==> src/rtl/instr_fetch.sv <==
// Instruction fetch unit: walks the PC through instruction memory, issues words
// to decode, handles stall/branch redirects and stops on a halt word.
module instr_fetch #(
  parameter int unsigned        PC_W      = 8,
  parameter int unsigned        INSTR_W   = 9,
  parameter logic [INSTR_W-1:0] HALT_CODE = INSTR_W'(9'h0FF),
  parameter int unsigned        CNT_W     = 16
) (
  input  logic               clk,
  input  logic               reset,
  input  logic               start,
  input  logic               stall,
  input  logic               branch_en,
  input  logic               branch_rel,
  input  logic [PC_W-1:0]    target,
  input  logic [INSTR_W-1:0] instr_in,
  output logic [PC_W-1:0]    instr_addr,
  output logic [INSTR_W-1:0] instr,
  output logic               instr_valid,
  output logic [PC_W-1:0]    pc,
  output logic               done,
  output logic [CNT_W-1:0]   instr_count
);

  typedef enum logic [1:0] {
    S_IDLE = 2'd0,
    S_RUN  = 2'd1,
    S_HALT = 2'd2
  } state_t;

  state_t           state_q, state_d;
  logic [PC_W-1:0]  pc_q, pc_d;
  logic [CNT_W-1:0] cnt_q, cnt_d;
  logic             done_q, done_d;
  logic             issue;
  logic             is_halt;

  // State register
  always_ff @(posedge clk) begin
    if (reset) begin
      state_q <= S_IDLE;
      pc_q    <= '0;
      cnt_q   <= '0;
      done_q  <= 1'b0;
    end else begin
      state_q <= state_d;
      pc_q    <= pc_d;
      cnt_q   <= cnt_d;
      done_q  <= done_d;
    end
  end

  // Next state, next PC and issue decision
  always_comb begin
    state_d = state_q;
    pc_d    = pc_q;
    cnt_d   = cnt_q;
    done_d  = done_q;
    issue   = 1'b0;
    is_halt = (instr_in == HALT_CODE);
    case (state_q)
      S_IDLE, S_HALT: begin
        if (start) begin
          state_d = S_RUN;
          pc_d    = '0;
          cnt_d   = '0;
          done_d  = 1'b0;
        end
      end
      S_RUN: begin
        // A stalled cycle freezes everything, including halt detection
        if (!stall) begin
          if (is_halt) begin
            state_d = S_HALT;
            done_d  = 1'b1;
          end else begin
            issue = 1'b1;
            if (cnt_q != {CNT_W{1'b1}}) cnt_d = cnt_q + CNT_W'(1);
            // Relative add wraps modulo 2^PC_W, matching a sign-extended offset
            if (branch_en) pc_d = branch_rel ? (pc_q + target) : target;
            else           pc_d = pc_q + PC_W'(1);
          end
        end
      end
      default: state_d = S_IDLE;
    endcase
  end

  assign instr       = (state_q == S_RUN) ? instr_in : '0;
  assign instr_valid = issue;
  assign instr_addr  = pc_q;
  assign pc          = pc_q;
  assign done        = done_q;
  assign instr_count = cnt_q;

endmodule
==> config.mk <==
export PLATFORM = sky130hd
export DESIGN_NAME = instr_fetch
export DESIGN_NICKNAME = d
export VERILOG_FILES = /design/src/rtl/instr_fetch.sv
export SDC_FILE = /design/constraint.sdc
export NUM_CORES = 1
export LEC_CHECK = 0
export ABC_AREA = 1
export BUFFER_PORTS_ARGS = -buffer_cell sky130_fd_sc_hd__buf_2
export CORE_MARGIN = 2
export CORE_UTILIZATION = 42
export DETAILED_ROUTE_END_ITERATION = 10
export GPL_ROUTABILITY_DRIVEN = 0
export PLACE_DENSITY = 0.68
export SLEW_MARGIN = 25
export SYNTH_ARGS = -nofsm -noshare
export SYNTH_HDL_FRONTEND = slang
export SYNTH_SLANG_ARGS = --single-unit
==> constraint.sdc <==
create_clock -name clk -period 2.4 [get_ports clk]
set_clock_uncertainty 0.15 [all_clocks]
set_input_delay 0.24 -clock clk [delete_from_list [all_inputs] [get_ports clk]]
set_output_delay 0.24 -clock clk [all_outputs]
set_load 0.01 [all_outputs]
==> results.py, run 1 <==
metrics = {
    "route": {
        "top_layer": "met4",
        "dr.pass1.iters": 4,
        "ant_nets": 0,
        "dr_wl_met3_um": 183,
        "route.vias.total": 2422,
        "drt_iter0_markers": 127,
        "drc": 0,
        "finalWirelength_um": 5660,
        "routedLengthMet1_um": 2800,
        "avgRoutedWirePerCell_um": 11.4,
        "vias_per_cell": 4.87,
        "route.met2.wl_um": 2640,
    },
    "floorplanning": {
        "die_y_um": 77.6,
        "dieArea_um2": 6010,
        "die_w_um": 77.6,
        "coreArea_um2": 5170,
        "rows": 26,
        "ios": 66,
        "start_util_pct": 43.9,
    },
    "grt": {
        "grt_max_degree": 17,
        "grt_pass1_wl_um": 10100,
        "grt_overflow": 0,
        "grt_usage_pct": 19.9,
        "grt_pass1_vias": 2313,
        "grt_antenna_before_repair": 0,
    },
    "cts": {
        "clk_pin_slew_worst_paths_ps": 100,
        "insertion_delay_ps": 280,
        "cts_tree": "yes",
        "h-tree-depth": 1,
        "clockRootBuffer": "clkbuf_8",
        "cts_buffer_depth": 2,
        "cts_buffers": 3,
        "cts_hold_buf": 0,
        "post_cts_buffers": 0,
        "cts.sinks": 27,
        "cts_resized": 0,
    },
    "sta": {
        "hold_violations": 0,
        "max_freq_ghz": 0.493,
        "finalSetupViolations": 0,
        "layout_setup_ws_ps": 373,
        "maxSlewHeadroom_pct": 70.8,
        "tightest_slew_ps": 437,
        "fin_setup_tns_ps": 0,
        "finalCriticalPeriod_ps": 2030,
        "rsz0062_at_grt": "false",
        "finalMaxSlewViolations": 0,
        "period_share_pct": 84.4,
    },
    "logic_synthesis": {
        "synthAdderAreaFrac_pct": 5.84,
        "ys_ff_latch": 27,
        "synth_top_family_by_area": "simple AND/OR/NAND/NOR gates",
        "synth-simple-area-share_pct": 41.1,
        "syn-num-nets": 406,
        "synth-compound-area-share_pct": 11.6,
        "syn_avg_cell_area_um2": 6.09,
        "synth_cell_types": 31,
        "synth-xor-area-share_pct": 5.01,
        "syn_area_um2": 2270,
        "yosys_warnings": 0,
        "synthMuxAreaShare_pct": 0,
        "yosysSeqAreaShare_pct": 23.8,
        "synth_cells": 373,
    },
    "layout": {
        "area_delta_synth_final_pct": 16.5,
        "final_common_cell": "nand2_1",
        "drive_above_1_share_pct": 21.8,
        "num-fill-cells": 556,
        "nNetsFinal": 461,
        "layout_common_cells": "nand2_1, buf_2, nor2_1",
        "design_area_um2": 2650,
        "diodes": 0,
    },
    "pwr": {
        "vdd_drop_max_mv": 0.231,
        "p_leak_nw": 1.26,
        "switching_share_pct": 32.3,
        "power_mw": 0.970,
        "internal-power_mw": 0.657,
        "p_switching_mw": 0.313,
        "combinationalPowerShare_pct": 23.7,
        "p_seq_share_pct": 48.6,
        "p_clk_share_pct": 27.7,
        "power.density_nw_per_um2": 367,
    },
    "placement": {
        "io_buffers": 65,
        "place_area_um2": 2600,
        "post-place-ws_ps": 384,
        "hpwl_um": 4400,
    },
    "hold_path": {
        "hold_path_depth": 4,
        "hp-class": "in -> reg",
        "min-delay-start": "start",
        "min_to": "state_q[0]",
    },
    "critical_path": {
        "worstSetupStartpoint": "state_q[1]",
        "critPathMaxFanout": 16,
        "crit_arrival_ps": 2040,
        "r2r_slack_ps": 370,
        "path_class": "reg -> reg",
        "cp-end-kind": "flop",
        "crit_required_ps": 2410,
        "r2r_end": "instr_count[4]",
        "worstReg2RegStart": "state_q[1]",
        "worstRegToRegCells": 9,
        "critPathLaunchType": "flop",
    },
    "outcome": {
        "outcome": "complete, no violations",
    },
    "job": {
        "maxCapViolCount": 0,
    },
}
[per-layer routing]
layer | global-route usage (%) | vias up
met5 | 0 | -
met4 | 5.18 | 0
met3 | 2.09 | 4
met2 | 35.1 | 42
met1 | 25.9 | 1089
li1 | - | 1287
[layout make-up]
type	instances	area (um2)	share of cell area (%)
clock buffers	3	41.3	1.56
clock inverters	1	7.51	0.284
inverters	46	178	6.71
multi-input cells	282	1440	54.6
flip-flops and latches	27	541	20.4
well taps	70	87.6	3.31
repair buffers	68	348	13.1
[sequential cells by signal, indices dropped and copies added, names as in the netlist]
name	flops
instr_count	16
instr_addr	8
state_q	2
done	1
[power by group through the flow]
stage	combinational [mW]	sequential (mW)	clock, mW
global placement	0.227	0.481	0
finish	0.230	0.471	0.269
global route	0.264	0.474	0.299
floorplan	0.160	0.482	0
CTS	0.232	0.471	0.282
detailed placement	0.231	0.482	0
[worst max-delay path by stage]
stage	end	slack, ps	depth (start not counted)
floorplan	instr_addr[4]	530	10
global placement	instr_count[6]	440	9
detailed placement	instr_count[9]	380	9
CTS	instr_valid	340	5
global route	instr_count[3]	120	9
finish	instr_count[4]	370	9
[synth_stat cells, drive strengths merged]
cell type,count,area (um2)
nand2,109,417
nor2,49,199
inv,45,169
a21oi,37,219
nand3,34,175
dfxtp,27,541
buf,13,91.3
nor3,10,71.3
xor2,10,87.6
ha,9,113
o21ai,9,45.0
clkbuf,5,18.8
nand4,5,31.3
or2,3,18.8
xnor2,3,26.3
and2,1,6.26
clkinv,1,8.76
fa,1,20.0
nand3b,1,7.51
nor3b,1,7.51
[critical path: stages, from the launching register on]
cell and delay, ps:
dfxtp_1 360, inv_1 60, nand2_2 210, o21ai_1 120, inv_1 90, nand3_1 140, nor2_4 380, clkinv_4 220
nand2_1 120, a21oi_2 50
[kinds of logic after synthesis]
group,Yosys count
fa+ha+maj,10
simple gates,213
compound gates,46
buf+inv,64
flops,27
xor+xnor,13
[metrics by stage]
step           hold WS [ps]  std cells  util [%]
6_report                135        497      51.2
5_1_grt                 153        497      51.2
4_1_cts                 130        497      51.2
3_5_place_dp            302        493      50.2
3_3_place_gp            302        493      50.2
2_1_floorplan           310        373         -
No activity file was read; power rests on OpenSTA's default activity.
==> run 2: changes to the inputs <==
- PLACE_DENSITY: 0.68 -> 0.7
- clock period: 2.4 -> 1.7 ns (I/O delays scaled with it)
==> run 2 against run 1 <==
  * The run now ends with negative setup slack left
  * First-iteration DRC count shrank 32%
  * Worst hold slack lost 86 ps
  * Critical path type unchanged
  * Non-clock buffer count grew 36
  * Clock-buffer cell count grew 1
  * Total power grew 55%
  * Critical endpoint is now instr_addr[4]
  * Register-to-register slack lost 440 ps
  * Global-route usage grew 0.34 points
  * Combinational power grew 100%
==> results.py, run 2 (synthesis results as in run 1) <==
metrics = {
    "job": {
        "maxCapViolCount": 0,
    },
    "route": {
        "avgRoutedWirePerCell_um": 12.4,
        "dr.pass1.iters": 4,
        "ant_nets": 0,
        "finalWirelength_um": 6630,
        "route.vias.total": 2664,
        "drc": 0,
        "drt_iter0_markers": 86,
        "vias_per_cell": 4.99,
    },
    "cts": {
        "clk_pin_slew_worst_paths_ps": 90,
        "clockRootBuffer": "clkbuf_8",
        "cts.sinks": 27,
        "cts_buffer_depth": 2,
        "h-tree-depth": 1,
        "cts_buffers": 3,
        "cts_tree": "yes",
        "insertion_delay_ps": 280,
        "cts_hold_buf": 0,
    },
    "outcome": {
        "outcome": "finished, violations left",
        "violations": "negative setup slack",
    },
    "pwr": {
        "power.density_nw_per_um2": 475,
        "power_mw": 1.50,
        "vdd_drop_max_mv": 0.282,
        "p_leak_nw": 1.53,
    },
    "floorplanning": {
        "ios": 66,
        "coreArea_um2": 5170,
        "die_y_um": 77.6,
        "start_util_pct": 43.9,
        "rows": 26,
        "dieArea_um2": 6010,
        "die_w_um": 77.6,
    },
    "sta": {
        "hold_violations": 0,
        "tightest_slew_ps": 432,
        "period_share_pct": 104,
        "finalMaxSlewViolations": 0,
        "maxSlewHeadroom_pct": 71.0,
        "finalCriticalPeriod_ps": 1760,
        "rsz0062_at_grt": "true",
        "finalSetupViolations": 3,
        "max_freq_ghz": 0.567,
        "layout_setup_ws_ps": -62.6,
    },
    "grt": {
        "grt_usage_pct": 20.3,
        "grt_pass1_vias": 2387,
        "grt_antenna_before_repair": 0,
        "grt_pass1_wl_um": 10200,
        "grt_max_degree": 18,
        "grt_overflow": 0,
    },
    "critical_path": {
        "critPathMaxFanout": 2,
        "crit_chain": "ha_4 > fa_2 > nand2_2 > nand2_2 > and2_4 > nand2_2 > nand2_1 > o21ai_1 > nand3_1 > a21oi_1",
        "path_class": "reg -> reg",
        "crit_required_ps": 1770,
        "cp_common_cell": "nand2_2",
        "cp-end-kind": "flop",
        "worstSetupStartpoint": "instr_addr[0]",
        "worst-path-buf-inv": 0,
        "r2r_end": "instr_addr[4]",
        "worstReg2RegStart": "instr_addr[0]",
        "path_delay_family": "adder cells",
        "critPathLaunchType": "flop",
        "worstRegToRegCells": 10,
        "crit_arrival_ps": 1830,
        "r2r_slack_ps": -60,
        "slowest_delay_ps": 360,
        "worst-path-stages": 10,
        "crit_slowest_cell": "dfxtp_4",
    },
    "hold_path": {
        "min-delay-start": "reset",
        "min_to": "instr_addr[1]",
        "hold_path_depth": 2,
        "hp-class": "in -> reg",
    },
    "layout": {
        "largest_reg_flops": 16,
        "utilization_pct": 61.2,
        "diodes": 0,
        "layout_common_cells": "nand2_1, buf_2, nor2_1",
        "nNetsFinal": 498,
        "drive_above_1_share_pct": 37.7,
        "area_delta_synth_final_pct": 39.3,
        "final_common_cell": "nand2_1",
    },
    "placement": {
        "post-place-ws_ps": -148,
        "hpwl_um": 4580,
        "io_buffers": 65,
    },
}
run 2: cell types whose count changed in the layout (fill, tap and decap cells not counted), moves of 6 or more:
cell / previous run / this run
nand2_1: 106 / 94
ha_1: 9 / 2
buf_4: 3 / 36
nand2_2: 3 / 13
dfxtp_2: 0 / 6
dfxtp_1: 27 / 18
ha_4: 0 / 7
run 2: worst reg2reg max path, delay by kind of cell (launching register included):
kind	cells	cell delay, ps
AND/OR/NAND/NOR	6	470
AO/OA/AOI/OAI	2	220
adder cells (fa/ha/maj)	2	490
flip-flops	1	360
run 2: area by class of cell:
| class | instances | area, um2 |
|---|---|---|
| clock buffer | 4 | 45.0 |
| fill | 502 | 2010 |
| inverter | 46 | 178 |
| multi-input combinational | 282 | 1640 |
| sequential | 27 | 559 |
| tap | 70 | 87.6 |
| timing repair buffer | 104 | 652 |
| timing repair inverter | 1 | 6.26 |
run 2: metrics by stage:
| stage | std cells | TNS, ps | area [um2] | hold slack [ps] |
|---|---|---|---|---|
| CTS | 526 | -134 | 2910 | 28.4 |
| detailed placement | 520 | -2130 | 2830 | 305 |
| global route | 534 | -824 | 3160 | 53.7 |
| finish | 534 | -100 | 3160 | 49.0 |
| floorplan | 373 | -13.7 | 2300 | 240 |
| global placement | 520 | -1020 | 2830 | 296 |
run 2: worst max path at each step:
stage / endpoint / slack, ps
finish: instr_addr[4] / -60
global route: instr_addr[4] / -170
CTS: instr_addr[4] / -50
detailed placement: instr_count[2] / -150
global placement: instr_count[9] / -70
floorplan: instr_addr[4] / -10
run 2: layer usage:
layer | routed length, um | vias up | part of all wire (%) | GRT usage, %
met5 | 0 | - | 0 | 0
met4 | 113 | 0 | 1.7 | 6.61
met1 | 2870 | 1219 | 43 | 25.7
met3 | 285 | 12 | 4.3 | 1.40
met2 | 3360 | 73 | 51 | 36.4
li1 | - | 1360 | - | -
run 2: repair_timing:
action	4_1_cts	5_1_grt
pin swaps	4	10
gates resized for setup	8	41
cloned	0	2
setup buffers	2	6
setup endpoints to repair	20	24
run 2: power by group:
| group | leakage (nW) | internal (mW) | switching [mW] |
|---|---|---|---|
| Combinational | 1.29 | 0.200 | 0.268 |
| Sequential | 0.223 | 0.645 | 0.0134 |
| Clock | 0.0228 | 0.168 | 0.207 |
